--- src/rtl/pcs_pkg.sv ---
// Shared constants and types for the 10GBASE-R PCS transmit gearbox.
package pcs_pkg;
  localparam logic [1:0] SYNC_DATA  = 2'b01;
  localparam logic [1:0] SYNC_CTRL  = 2'b10;
  localparam int         GB_SEQ_MAX = 32;
  localparam int         GB_BUF_W   = 96;
  localparam int         GB_CNT_W   = 7;
  localparam int         GB_SEQ_W   = 6;

  typedef enum logic {PH_HDR = 1'b0, PH_BODY = 1'b1} gb_phase_e;

  typedef struct packed {
    logic slip;
    logic underrun;
    logic hdr;
  } gb_evt_t;

  function automatic logic hdr_ok(input logic [1:0] h);
    return (h == SYNC_DATA) || (h == SYNC_CTRL);
  endfunction
endpackage

--- src/rtl/pcs_gearbox_seq.sv ---
// Free-running 0..32 slot counter; flags the pause slot and the trdy look-ahead.
module pcs_gearbox_seq
  import pcs_pkg::*;
#(
  parameter int TRDY_LEAD = 2
) (
  input  logic i_clk,
  input  logic i_reset_n,
  output logic o_pause_slot,
  output logic o_trdy_next
);
  localparam int NSLOT = GB_SEQ_MAX + 1;
  // trdy is registered, so it must drop one slot before the lead window opens
  localparam int TRDY_LOW_SEQ = (((GB_SEQ_MAX - 1 - TRDY_LEAD) % NSLOT) + NSLOT) % NSLOT;

  logic [GB_SEQ_W-1:0] seq_q, seq_d;

  always_comb begin
    seq_d = (seq_q == GB_SEQ_W'(GB_SEQ_MAX)) ? '0 : seq_q + 1'b1;
  end

  always_ff @(posedge i_clk) begin
    if (!i_reset_n) seq_q <= '0;
    else            seq_q <= seq_d;
  end

  assign o_pause_slot = (seq_q == GB_SEQ_W'(GB_SEQ_MAX));
  assign o_trdy_next  = (seq_q != GB_SEQ_W'(TRDY_LOW_SEQ));
endmodule

--- src/rtl/pcs_tx_gearbox.sv ---
// 66b->64b transmit gearbox packing sync headers and 32-bit words into a 32-bit line stream.
// Define PCS_GEARBOX_STATS_EN to add the o_block_cnt / o_err_cnt statistics ports.
module pcs_tx_gearbox
  import pcs_pkg::*;
#(
  parameter int DATA_WIDTH = 32,
  parameter int TRDY_LEAD  = 2
) (
  input  logic                  i_clk,
  input  logic                  i_reset_n,
  input  logic [DATA_WIDTH-1:0] i_rx_data,
  input  logic [1:0]            i_rx_hdr,
  input  logic                  i_rx_data_valid,
  output logic                  o_tx_trdy,
  output logic [DATA_WIDTH-1:0] o_tx_data,
  output logic                  o_tx_data_valid,
  output logic                  o_slip_err,
  output logic                  o_underrun,
  output logic                  o_hdr_err
`ifdef PCS_GEARBOX_STATS_EN
  ,
  output logic [31:0]           o_block_cnt,
  output logic [15:0]           o_err_cnt
`endif
);
  logic pause_slot, trdy_next;

  pcs_gearbox_seq #(.TRDY_LEAD(TRDY_LEAD)) u_seq (
    .i_clk        (i_clk),
    .i_reset_n    (i_reset_n),
    .o_pause_slot (pause_slot),
    .o_trdy_next  (trdy_next)
  );

  logic [GB_BUF_W-1:0]   buf_q, buf_d, merged, in_vec;
  logic [GB_CNT_W-1:0]   count_q, count_d, total, in_bits;
  gb_phase_e             phase_q, phase_d;
  logic                  started_q, started_d;
  logic [DATA_WIDTH-1:0] tx_data_q, tx_data_d;
  logic                  tx_valid_q, tx_valid_d;
  logic                  trdy_q;
  gb_evt_t               evt_q, evt_d;
  logic                  accept;

  always_comb begin
    accept  = i_rx_data_valid && !pause_slot;
    in_vec  = '0;
    in_bits = '0;
    if (accept) begin
      if (phase_q == PH_HDR) begin
        in_vec  = GB_BUF_W'({i_rx_data, i_rx_hdr});
        in_bits = GB_CNT_W'(DATA_WIDTH + 2);
      end else begin
        in_vec  = GB_BUF_W'(i_rx_data);
        in_bits = GB_CNT_W'(DATA_WIDTH);
      end
    end
    // bits above count are always zero, so OR-ing in the new word appends it
    merged = buf_q | (in_vec << count_q);
    total  = count_q + in_bits;

    buf_d        = buf_q;
    count_d      = count_q;
    tx_data_d    = tx_data_q;
    tx_valid_d   = 1'b0;
    phase_d      = accept ? gb_phase_e'(~phase_q) : phase_q;
    started_d    = started_q | accept;
    evt_d.slip     = i_rx_data_valid && pause_slot;
    evt_d.hdr      = accept && (phase_q == PH_HDR) && !hdr_ok(i_rx_hdr);
    evt_d.underrun = 1'b0;
    if (total >= GB_CNT_W'(DATA_WIDTH)) begin
      tx_data_d  = merged[DATA_WIDTH-1:0];
      tx_valid_d = 1'b1;
      buf_d      = merged >> DATA_WIDTH;
      count_d    = total - GB_CNT_W'(DATA_WIDTH);
    end else begin
      evt_d.underrun = started_q;
    end
  end

  always_ff @(posedge i_clk) begin
    if (!i_reset_n) begin
      buf_q      <= '0;
      count_q    <= '0;
      phase_q    <= PH_HDR;
      started_q  <= 1'b0;
      tx_data_q  <= '0;
      tx_valid_q <= 1'b0;
      trdy_q     <= 1'b1;
      evt_q      <= '0;
    end else begin
      buf_q      <= buf_d;
      count_q    <= count_d;
      phase_q    <= phase_d;
      started_q  <= started_d;
      tx_data_q  <= tx_data_d;
      tx_valid_q <= tx_valid_d;
      trdy_q     <= trdy_next;
      evt_q      <= evt_d;
    end
  end

  assign o_tx_trdy       = trdy_q;
  assign o_tx_data       = tx_data_q;
  assign o_tx_data_valid = tx_valid_q;
  assign o_slip_err      = evt_q.slip;
  assign o_underrun      = evt_q.underrun;
  assign o_hdr_err       = evt_q.hdr;

`ifdef PCS_GEARBOX_STATS_EN
  logic [31:0] block_cnt_q, block_cnt_d;
  logic [15:0] err_cnt_q, err_cnt_d;

  always_comb begin
    logic [17:0] sum;
    block_cnt_d = block_cnt_q + ((accept && (phase_q == PH_HDR)) ? 32'd1 : 32'd0);
    sum = {2'b00, err_cnt_q} + 18'(evt_d.slip) + 18'(evt_d.underrun) + 18'(evt_d.hdr);
    err_cnt_d = (sum > 18'h0FFFF) ? 16'hFFFF : sum[15:0];
  end

  always_ff @(posedge i_clk) begin
    if (!i_reset_n) begin
      block_cnt_q <= '0;
      err_cnt_q   <= '0;
    end else begin
      block_cnt_q <= block_cnt_d;
      err_cnt_q   <= err_cnt_d;
    end
  end

  assign o_block_cnt = block_cnt_q;
  assign o_err_cnt   = err_cnt_q;
`endif
endmodule
--- config.mk ---
export PLATFORM = sky130hd
export DESIGN_NAME = pcs_tx_gearbox
export DESIGN_NICKNAME = d
export VERILOG_FILES = /design/src/rtl/pcs_pkg.sv /design/src/rtl/pcs_gearbox_seq.sv /design/src/rtl/pcs_tx_gearbox.sv
export SDC_FILE = /design/constraint.sdc
export NUM_CORES = 1
export LEC_CHECK = 0
export CAP_MARGIN = 20
export CORE_MARGIN = 3
export CORE_UTILIZATION = 45
export CTS_CLUSTER_SIZE = 10
export DETAILED_ROUTE_END_ITERATION = 6
export PLACE_DENSITY = 0.67
export SLEW_MARGIN = 20
export SYNTH_ARGS = -nofsm -noshare
export SYNTH_HDL_FRONTEND = slang
export SYNTH_SLANG_ARGS = --single-unit
--- constraint.sdc ---
create_clock -name i_clk -period 4.85 [get_ports i_clk]
set_input_delay 1.455 -clock i_clk [delete_from_list [all_inputs] [get_ports i_clk]]
set_output_delay 1.455 -clock i_clk [all_outputs]
set_load 0.01 [all_outputs]
# After elaboration in Yosys (flattened, before gate mapping)
# Cells that the tools add are included.
[totals] elab_cells=38 out_inout_bits=37 regBits=116
[classes] add_sub_neg=3 bitwise_logic=4 eq_ne=4 n_reduce_logical=9 shift=1 muxes=5 n_lt_le_gt_ge=1
[ops] op="$mux W96" n=1
[ops] op="$or A64 B96 Y96" n=1
[ops] op="$shl A96 B7 Y96" n=1
[ops] op="$mux W34" n=1
[ops] op="$add A7 B7 Y7" n=1
[ops] op="$ge A7 B6 Y1 const B" n=1
[ops] op="$sub A7 B6 Y7 const B" n=1
[ops] op="$add A6 B1 Y6 const B" n=1
[ops] op="$eq A6 B6 Y1 const B" n=1
[ops] op="$mux W6" n=1
[ops] op="$ne A6 B5 Y1 const B" n=1
[ops] op="$logic_and A1 B1 Y1" n=4
[ops] op="$reduce_or A2 Y1" n=2
[ops] op="$eq A2 B1 Y1 const B" n=1
[ops] op="$eq A2 B2 Y1 const B" n=1
[ops] op="$logic_not A1 Y1" n=2
[ops] op="$mux W2" n=1
[ops] op="$not A1 Y1" n=2
[ops] op="$logic_or A1 B1 Y1" n=1
[ops] op="$mux W1" n=1
[ops] op="$or A1 B1 Y1" n=1

# Depth between registers and ports, before layout
# Gate-level depths: netlist of run 1.
[depth] word_depth=7 depth_mapped=17 depth_no_buf=16

# Cells and area by module
# A second synthesis of run 1 with hierarchy kept.
[hier_totals] hier_cells=902 area_unflattened_um2=7627.3
[modules_own_cells] module="pcs_tx_gearbox" seq_area_each_um2=2182.1 cells_each=871 n_inst=1 area_each_um2=7347.0
[modules_own_cells] module="pcs_gearbox_seq" seq_area_each_um2=120.1 cells_each=31 n_inst=1 area_each_um2=280.3

# Least setup slack after synthesis of run 1
# No wires, ideal clock.
[synth_timing] kind="input port to flip-flop" start="input i_rx_data_valid" end="register buf_q[47]" setup_time_ns=0.058 path_slack_ns=0.167 stages=13 path_buffers=2 t_arrival_ns=4.625 path_cell_list="clkbuf_1 > o21ai_1 > clkinv_1 > clkbuf_1 > ha_1 > a41oi_1 > xor2_1 > ha_1 > nand2b_1 > nor3b_1 > nand2_1 > a2111oi_0 > or3_1"
[synth_via] elab_chain_len=4 word_cells_on_any_way=7 cone_classes="add/sub: 1; order compare: 1; shift: 1; mux: 2; bitwise: 1; reduce/logical: 1"
[synth_rtl] item="start: declaration" line="pcs_tx_gearbox.sv:13" text="input logic i_rx_data_valid,"
[synth_rtl] item="$logic_and A1 B1 Y1 (*)" line="pcs_tx_gearbox.sv:46" text="accept = i_rx_data_valid && !pause_slot;"
[synth_rtl] item="$mux W6 / $mux W96 (equally long branches)" line="pcs_tx_gearbox.sv:49" text="if (accept) begin"
[synth_rtl] item="$add A7 B7 Y7 / $shl A96 B7 Y96 (equally long branches)" line="pcs_tx_gearbox.sv:60, pcs_tx_gearbox.sv:59"
[synth_rtl] item="$ge A7 B6 Y1 / $or A64 B96 Y96 (equally long branches)" line="pcs_tx_gearbox.sv:71, pcs_tx_gearbox.sv:59"
[synth_rtl] item="end signal: assignment" line="pcs_tx_gearbox.sv:92" text="buf_q <= buf_d;"
[synth_rtl] item="end: declaration" line="pcs_tx_gearbox.sv:35" text="logic [GB_BUF_W-1:0] buf_q, buf_d, merged, in_vec;"
# Mark *: on every way between the ends. The rest lies on a longest branch, timed or not.
# A chain may end at the register's enable or synchronous reset.

# Worst setup path after layout of run 1
# Ends and elaborated chain as after synthesis.

==> results.py, run 1 <==
metrics = {
    "logic_synthesis": {
        "syn_avg_cell_area_um2": 8.60,
        "synthArstFlopShare": 0,
        "ys_seq_elements": 115,
        "synth_warnings": 0,
        "ys_seq_area_frac": 0.276,
        "synth_area_um2": 8330,
        "synthesis.nets": 1013,
        "ys_types": 88,
        "synth-edff-count": 0,
        "synthFlopType": "dfxtp_1",
        "syn_inst": 969,
    },
    "clocking": {
        "cts_buffer_depth": 2,
        "cts_inserted_buffers": 17,
        "cts_num_sinks": 115,
        "cts_max_level": 4,
        "cts_hold_buf": 0,
        "clkLatencyLatePin_ns": 0.42,
        "cts_setup_buffers": 0,
        "cts_resized": 0,
        "cts_root_buf": "clkbuf_16",
        "cts.clk_slew.worst_paths_ns": 0.05,
        "cts_tree": "yes",
    },
    "worst_hold_path": {
        "worstHoldStart": "started_q$_SDFF_PN0_",
        "hold_path_class": "flop to flop",
    },
    "sta": {
        "fin_tns_setup_ns": 0,
        "worst_slew_pin_slew_ns": 0.992,
        "finalCritPeriodShare": 0.847,
        "slew_viol_final": 0,
        "max_slew_margin": 0.336,
        "setup_viol": 0,
        "fin_crit_ns": 4.11,
        "rsz0062_at_grt": "no",
        "hold_viol": 0,
        "fmax_ghz": 0.243,
        "fin_worst_skew_ns": 0.0136,
    },
    "flow_run": {
        "cap_violations": 0,
    },
    "global_routing": {
        "first_global_vias": 8334,
        "grt_usage": 0.337,
        "antenna_found_initial": 0,
        "grt_pass1_wl_um": 51800,
        "grt_overflow": 0,
        "grt_max_degree": 67,
    },
    "detailed_routing": {
        "drc_errors": 1,
        "postRouteWirelength_um": 34500,
        "wire_per_inst_um": 27.2,
        "ant_nets": 0,
        "vias_per_cell": 6.99,
        "drt-pass1-iter-count": 7,
        "drtIter0Drc": 1408,
        "num_vias": 8856,
    },
    "worst_setup_path": {
        "crit_start": "i_rx_data_valid",
        "crit_type": "primary input to flop",
        "worstPathRequired_ns": 5.21,
        "reg2reg_from": "u_seq.seq_q[0]$_SDFF_PP0_",
        "arrival_ns": 4.47,
        "end_kind": "flop",
        "startpoint_type": "primary input",
        "cp_max_fo": 35,
    },
    "power_and_ir_drop": {
        "total_leakage_power_nw": 3.50,
        "power_density_nw_per_um2": 542,
        "ir_drop_v": 0.000528,
    },
    "cells_and_area": {
        "nNetsFinal": 1070,
        "layout_commonest_cell": "dfxtp_1",
        "fill_cells": 1674,
        "post-route-cell-area_um2": 9970,
        "area_delta_synth_final_pct": 19.7,
        "multi_input_area_um2": 5600,
        "diodes": 0,
        "ff_latch_area_um2": 2310,
        "final_cell_mix": "112 x dfxtp_1, 75 x nor2_1, 72 x clkdlybuf4s50_1",
        "layout-drive-gt1-share": 0.144,
    },
    "placed_design": {
        "port_buffers": 73,
        "dp_hpwl_um": 25200,
        "gp_congestion": 1.04,
        "dpl_cell_area_um2": 9340,
    },
    "outcome": {
        "violations": "DRC",
        "status": "complete, but fails checks",
    },
    "die": {
        "fp.dieH_um": 142,
        "initial_utilization": 0.461,
        "design.portCount": 74,
        "die_x_um": 142,
        "rows": 49,
        "die_area_um2": 20200,
        "core_um2": 18100,
    },
}
## final timing paths
path                            cells past startpoint                endpoint  slack [ns]
worst max-delay path                               13  buf_q[47]$_SDFFE_PN0P_        0.74
worst min-delay path                                1    started_q$_SDFF_PN0_        0.46
worst min register to register                      1    started_q$_SDFF_PN0_        0.46
worst max register to register                     16  buf_q[47]$_SDFFE_PN0P_        1.19
## Yosys cell counts, types with 8 or more instances
cell | count | area [um^2]
clkbuf_1 | 47 | 176
inv_1 | 11 | 41.3
buf_2 | 20 | 100
o221ai_1 | 20 | 175
nor3_1 | 38 | 190
a31oi_1 | 9 | 56.3
o211ai_1 | 15 | 113
a22o_1 | 9 | 78.8
o21a_1 | 13 | 97.6
mux2_2 | 22 | 248
a32oi_1 | 9 | 78.8
mux4_2 | 23 | 518
a211oi_1 | 33 | 248
a21oi_1 | 40 | 200
and2_1 | 14 | 87.6
nand3_1 | 18 | 90.1
or3_1 | 11 | 68.8
o22ai_1 | 17 | 106
dfxtp_1 | 115 | 2300
nor2b_1 | 11 | 68.8
a21o_1 | 8 | 60.1
mux2i_1 | 57 | 571
o21ai_1 | 13 | 65.1
o31ai_1 | 8 | 60.1
a2111oi_0 | 10 | 87.6
and3_1 | 8 | 50.1
nand2b_1 | 16 | 100
o32ai_1 | 8 | 70.1
o21ai_0 | 56 | 280
a22oi_1 | 14 | 105
nor2_1 | 75 | 282
nand2_1 | 46 | 173
## power breakdown
group	internal, W	total [W]	switching (W)
clock	0.000910	0.00138	0.000466
sequential	0.00122	0.00147	0.000256
combinational	0.00104	0.00256	0.00152
total	0.00317	0.00541	0.00224
## per-layer routing
layer | wire length [um] | up-vias | GRT usage
li1 | - | 3916 | -
met5 | 0 | - | 0
met2 | 15000 | 587 | 0.504
met3 | 3600 | 145 | 0.0739
met4 | 2270 | 0 | 0.192
met1 | 13700 | 4208 | 0.448
## kinds of logic (layout without fill, tap and decap cells)
family / Yosys count / after routing / share of synthesized area
multiplexers: 110 / 110 / 0.173
flip-flops: 115 / 115 / 0.276
AO/OA/AOI/OAI: 351 / 351 / 0.305
adder cells (fa/ha/maj): 7 / 7 / 0.0105
XOR/XNOR: 9 / 9 / 0.00946
AND/OR/NAND/NOR: 281 / 281 / 0.173
buffers and inverters: 96 / 165 / 0.0517
## metrics by stage
step / hold slack (ns) / power, W / cells / utilization / setup slack, ns
2_1_floorplan: 0.429 / 0.00298 / 969 / - / 0.167
3_3_place_gp: 0.442 / 0.00396 / 1236 / 0.516 / 0.501
3_5_place_dp: 0.448 / 0.00396 / 1236 / 0.516 / 0.375
4_1_cts: 0.461 / 0.00534 / 1267 / 0.551 / 0.753
5_1_grt: 0.473 / 0.00563 / 1267 / 0.551 / 0.463
6_report: 0.461 / 0.00541 / 1267 / 0.551 / 0.742
## registers in the layout (all words and copies together) (netlist names)
register,count
o_tx_trdy,1
o_tx_data_valid,1
o_hdr_err,1
o_underrun,1
buf_q,64
u_seq.seq_q,6
phase_q,1
count_q,6
o_tx_data,32
started_q,1
o_slip_err,1
## layout make-up
type,count,share of cell area
Clock inverter,9,0.0152
Multi-Input combinational cell,758,0.562
Sequential cell,115,0.231
Timing Repair Buffer,119,0.109
Inverter,15,0.00565
Clock buffer,22,0.0486
Tap cell,229,0.0287
## worst max-delay path: stages
cell             delay (ns)
clkdlybuf4s50_1        0.41
o21ai_1                0.16
clkinv_1               0.13
ha_1                   0.32
a41oi_1                0.25
xor2_1                 0.22
ha_2                   0.29
buf_4                  0.31
and2_1                 0.19
buf_4                  0.39
nand2_1                0.11
o41ai_1                0.07
or3_1                  0.15
No activity file was read; power rests on OpenSTA's default activity.
==> run 2, diff against run 1 <==
PLACE_DENSITY = unset   (was 0.67)
clock period = 3.9 ns   (was 4.85 ns; I/O delays follow)
==> results.py, run 2 (synthesis gave the netlist of run 1 again) <==
metrics = {
    "outcome": {
        "status": "finished, final reports clean",
    },
    "cells_and_area": {
        "layout_commonest_cell": "dfxtp_1",
        "final_cell_mix": "112 x dfxtp_1, 89 x buf_4, 75 x nor2_1",
        "largest_register": "buf_q",
        "fin_cells": 1315,
        "post-route-cell-area_um2": 10300,
        "layout-drive-gt1-share": 0.186,
        "ff_latch_area_um2": 2310,
        "largest_register_ffs": 64,
        "nNetsFinal": 1117,
        "diodes": 0,
        "multi_input_area_um2": 5620,
        "fill_cells": 1701,
        "area_delta_synth_final_pct": 23.6,
    },
    "sta": {
        "max_slew_margin": 0.224,
        "fmax_ghz": 0.271,
        "worst_slew_pin_slew_ns": 1.15,
        "hold_viol": 0,
        "fin_worst_skew_ns": 0.0131,
        "whs_ns": 0.461,
        "finalCritPeriodShare": 0.948,
        "slew_viol_final": 0,
        "rsz0062_at_grt": "no",
        "setup_viol": 0,
        "fin_crit_ns": 3.70,
    },
    "worst_setup_path": {
        "end_kind": "flop",
        "reg2reg_from": "u_seq.seq_q[0]$_SDFF_PP0_",
        "arrival_ns": 4.05,
        "r2r_end": "buf_q[45]$_SDFFE_PN0P_",
        "critPathMaxStageDelay_ns": 0.50,
        "r2r_slack_ns": 0.58,
        "reg2reg_depth": 17,
        "crit_type": "primary input to flop",
        "cp_top_family": "simple AND/OR/NAND/NOR gates",
        "path_buf_inv": 3,
        "cp_max_fo": 5,
        "startpoint_type": "primary input",
        "cp_cell_sequence": "clkdlybuf4s50_1, o21ai_2, nor2_1, ha_1, ha_1, nand2_1, xor2_1, ha_2, nand2b_1, buf_4, nor3b_4, buf_12, nand3_1, or3_1, nand3_1",
        "slowest_stage": "clkdlybuf4s50_1",
        "worstPathRequired_ns": 4.25,
    },
    "global_routing": {
        "grt_pass1_wl_um": 52100,
        "grt_overflow": 0,
        "grt_usage": 0.337,
        "antenna_found_initial": 1,
        "first_global_vias": 8391,
        "grt_max_degree": 57,
    },
    "power_and_ir_drop": {
        "finalPower_w": 0.00664,
        "ir_drop_v": 0.000419,
        "total_leakage_power_nw": 3.69,
        "power_density_nw_per_um2": 644,
    },
    "die": {
        "die_area_um2": 20200,
        "initial_utilization": 0.461,
        "fp.dieH_um": 142,
        "core_um2": 18100,
        "design.portCount": 74,
        "die_x_um": 142,
        "rows": 49,
    },
    "clocking": {
        "cts_tree": "yes",
        "cts_max_level": 4,
        "clkLatencyLatePin_ns": 0.42,
        "cts_hold_buf": 0,
        "cts.clk_slew.worst_paths_ns": 0.06,
        "cts_buffer_depth": 2,
        "cts_inserted_buffers": 17,
        "cts_root_buf": "clkbuf_16",
        "cts_num_sinks": 115,
    },
    "detailed_routing": {
        "wire_per_inst_um": 26.2,
        "drtIter0Drc": 1155,
        "ant_nets": 0,
        "num_vias": 8989,
        "drt-pass1-iter-count": 6,
        "vias_per_cell": 6.84,
        "drc_errors": 0,
        "postRouteWirelength_um": 34400,
    },
    "placed_design": {
        "port_buffers": 73,
        "dp_hpwl_um": 25900,
        "dp_cells": 1283,
        "gp_congestion": 1.03,
        "dpl_cell_area_um2": 9740,
    },
    "flow_run": {
        "cap_violations": 0,
    },
    "worst_hold_path": {
        "worstHoldEndpoint": "started_q$_SDFF_PN0_",
        "worstHoldStart": "started_q$_SDFF_PN0_",
        "hold_depth": 1,
        "hold_path_class": "flop to flop",
    },
}
## run 2: routing by layer
layer	share of wire	GRT usage	wire, um
met5	0	0	0
met4	0.048	0.157	1670
met3	0.092	0.0615	3190
met2	0.44	0.508	15200
met1	0.42	0.468	14400
## run 2: per-stage QoR
step / setup TNS, ns / util / setup WS [ns]
5_1_grt: 0 / 0.569 / 0.0376
3_5_place_dp: -0.836 / 0.539 / -0.178
6_report: 0 / 0.569 / 0.203
4_1_cts: 0 / 0.569 / 0.245
3_3_place_gp: -0.226 / 0.539 / -0.110
2_1_floorplan: 0 / - / 0.0117
## run 2: how the worst max path moves through the flow
stage,startpoint,cells past startpoint,end,slack [ns]
4_1_cts,i_rx_data_valid,14,buf_q[47]$_SDFFE_PN0P_,0.25
2_1_floorplan,i_rx_data_valid,15,o_tx_data[18]$_SDFFE_PN0P_,0.01
5_1_grt,i_rx_data_valid,15,buf_q[45]$_SDFFE_PN0P_,0.04
3_5_place_dp,i_rx_data_valid,14,buf_q[47]$_SDFFE_PN0P_,-0.18
3_3_place_gp,i_rx_data_valid,14,buf_q[47]$_SDFFE_PN0P_,-0.11
6_report,i_rx_data_valid,15,buf_q[45]$_SDFFE_PN0P_,0.20
## run 2: cell type report
cell class | instances | share of cell area
timing repair buffer | 166 | 0.143
tap | 229 | 0.0278
inverter | 15 | 0.00559
multi-input combinational | 758 | 0.546
clock inverter | 15 | 0.0120
sequential | 115 | 0.224
clock buffer | 17 | 0.0413
## run 2: what timing repair did
action / 4_1_cts / 5_1_grt
buffers inserted: 0 / 0
setup endpoints to repair: 0 / 1
resized for setup: 0 / 2
## run 2: report_power, final
part	switching, W	total [W]	internal (W)
sequential	0.000266	0.00178	0.00151
combinational	0.00196	0.00340	0.00144
clock	0.000632	0.00146	0.000828
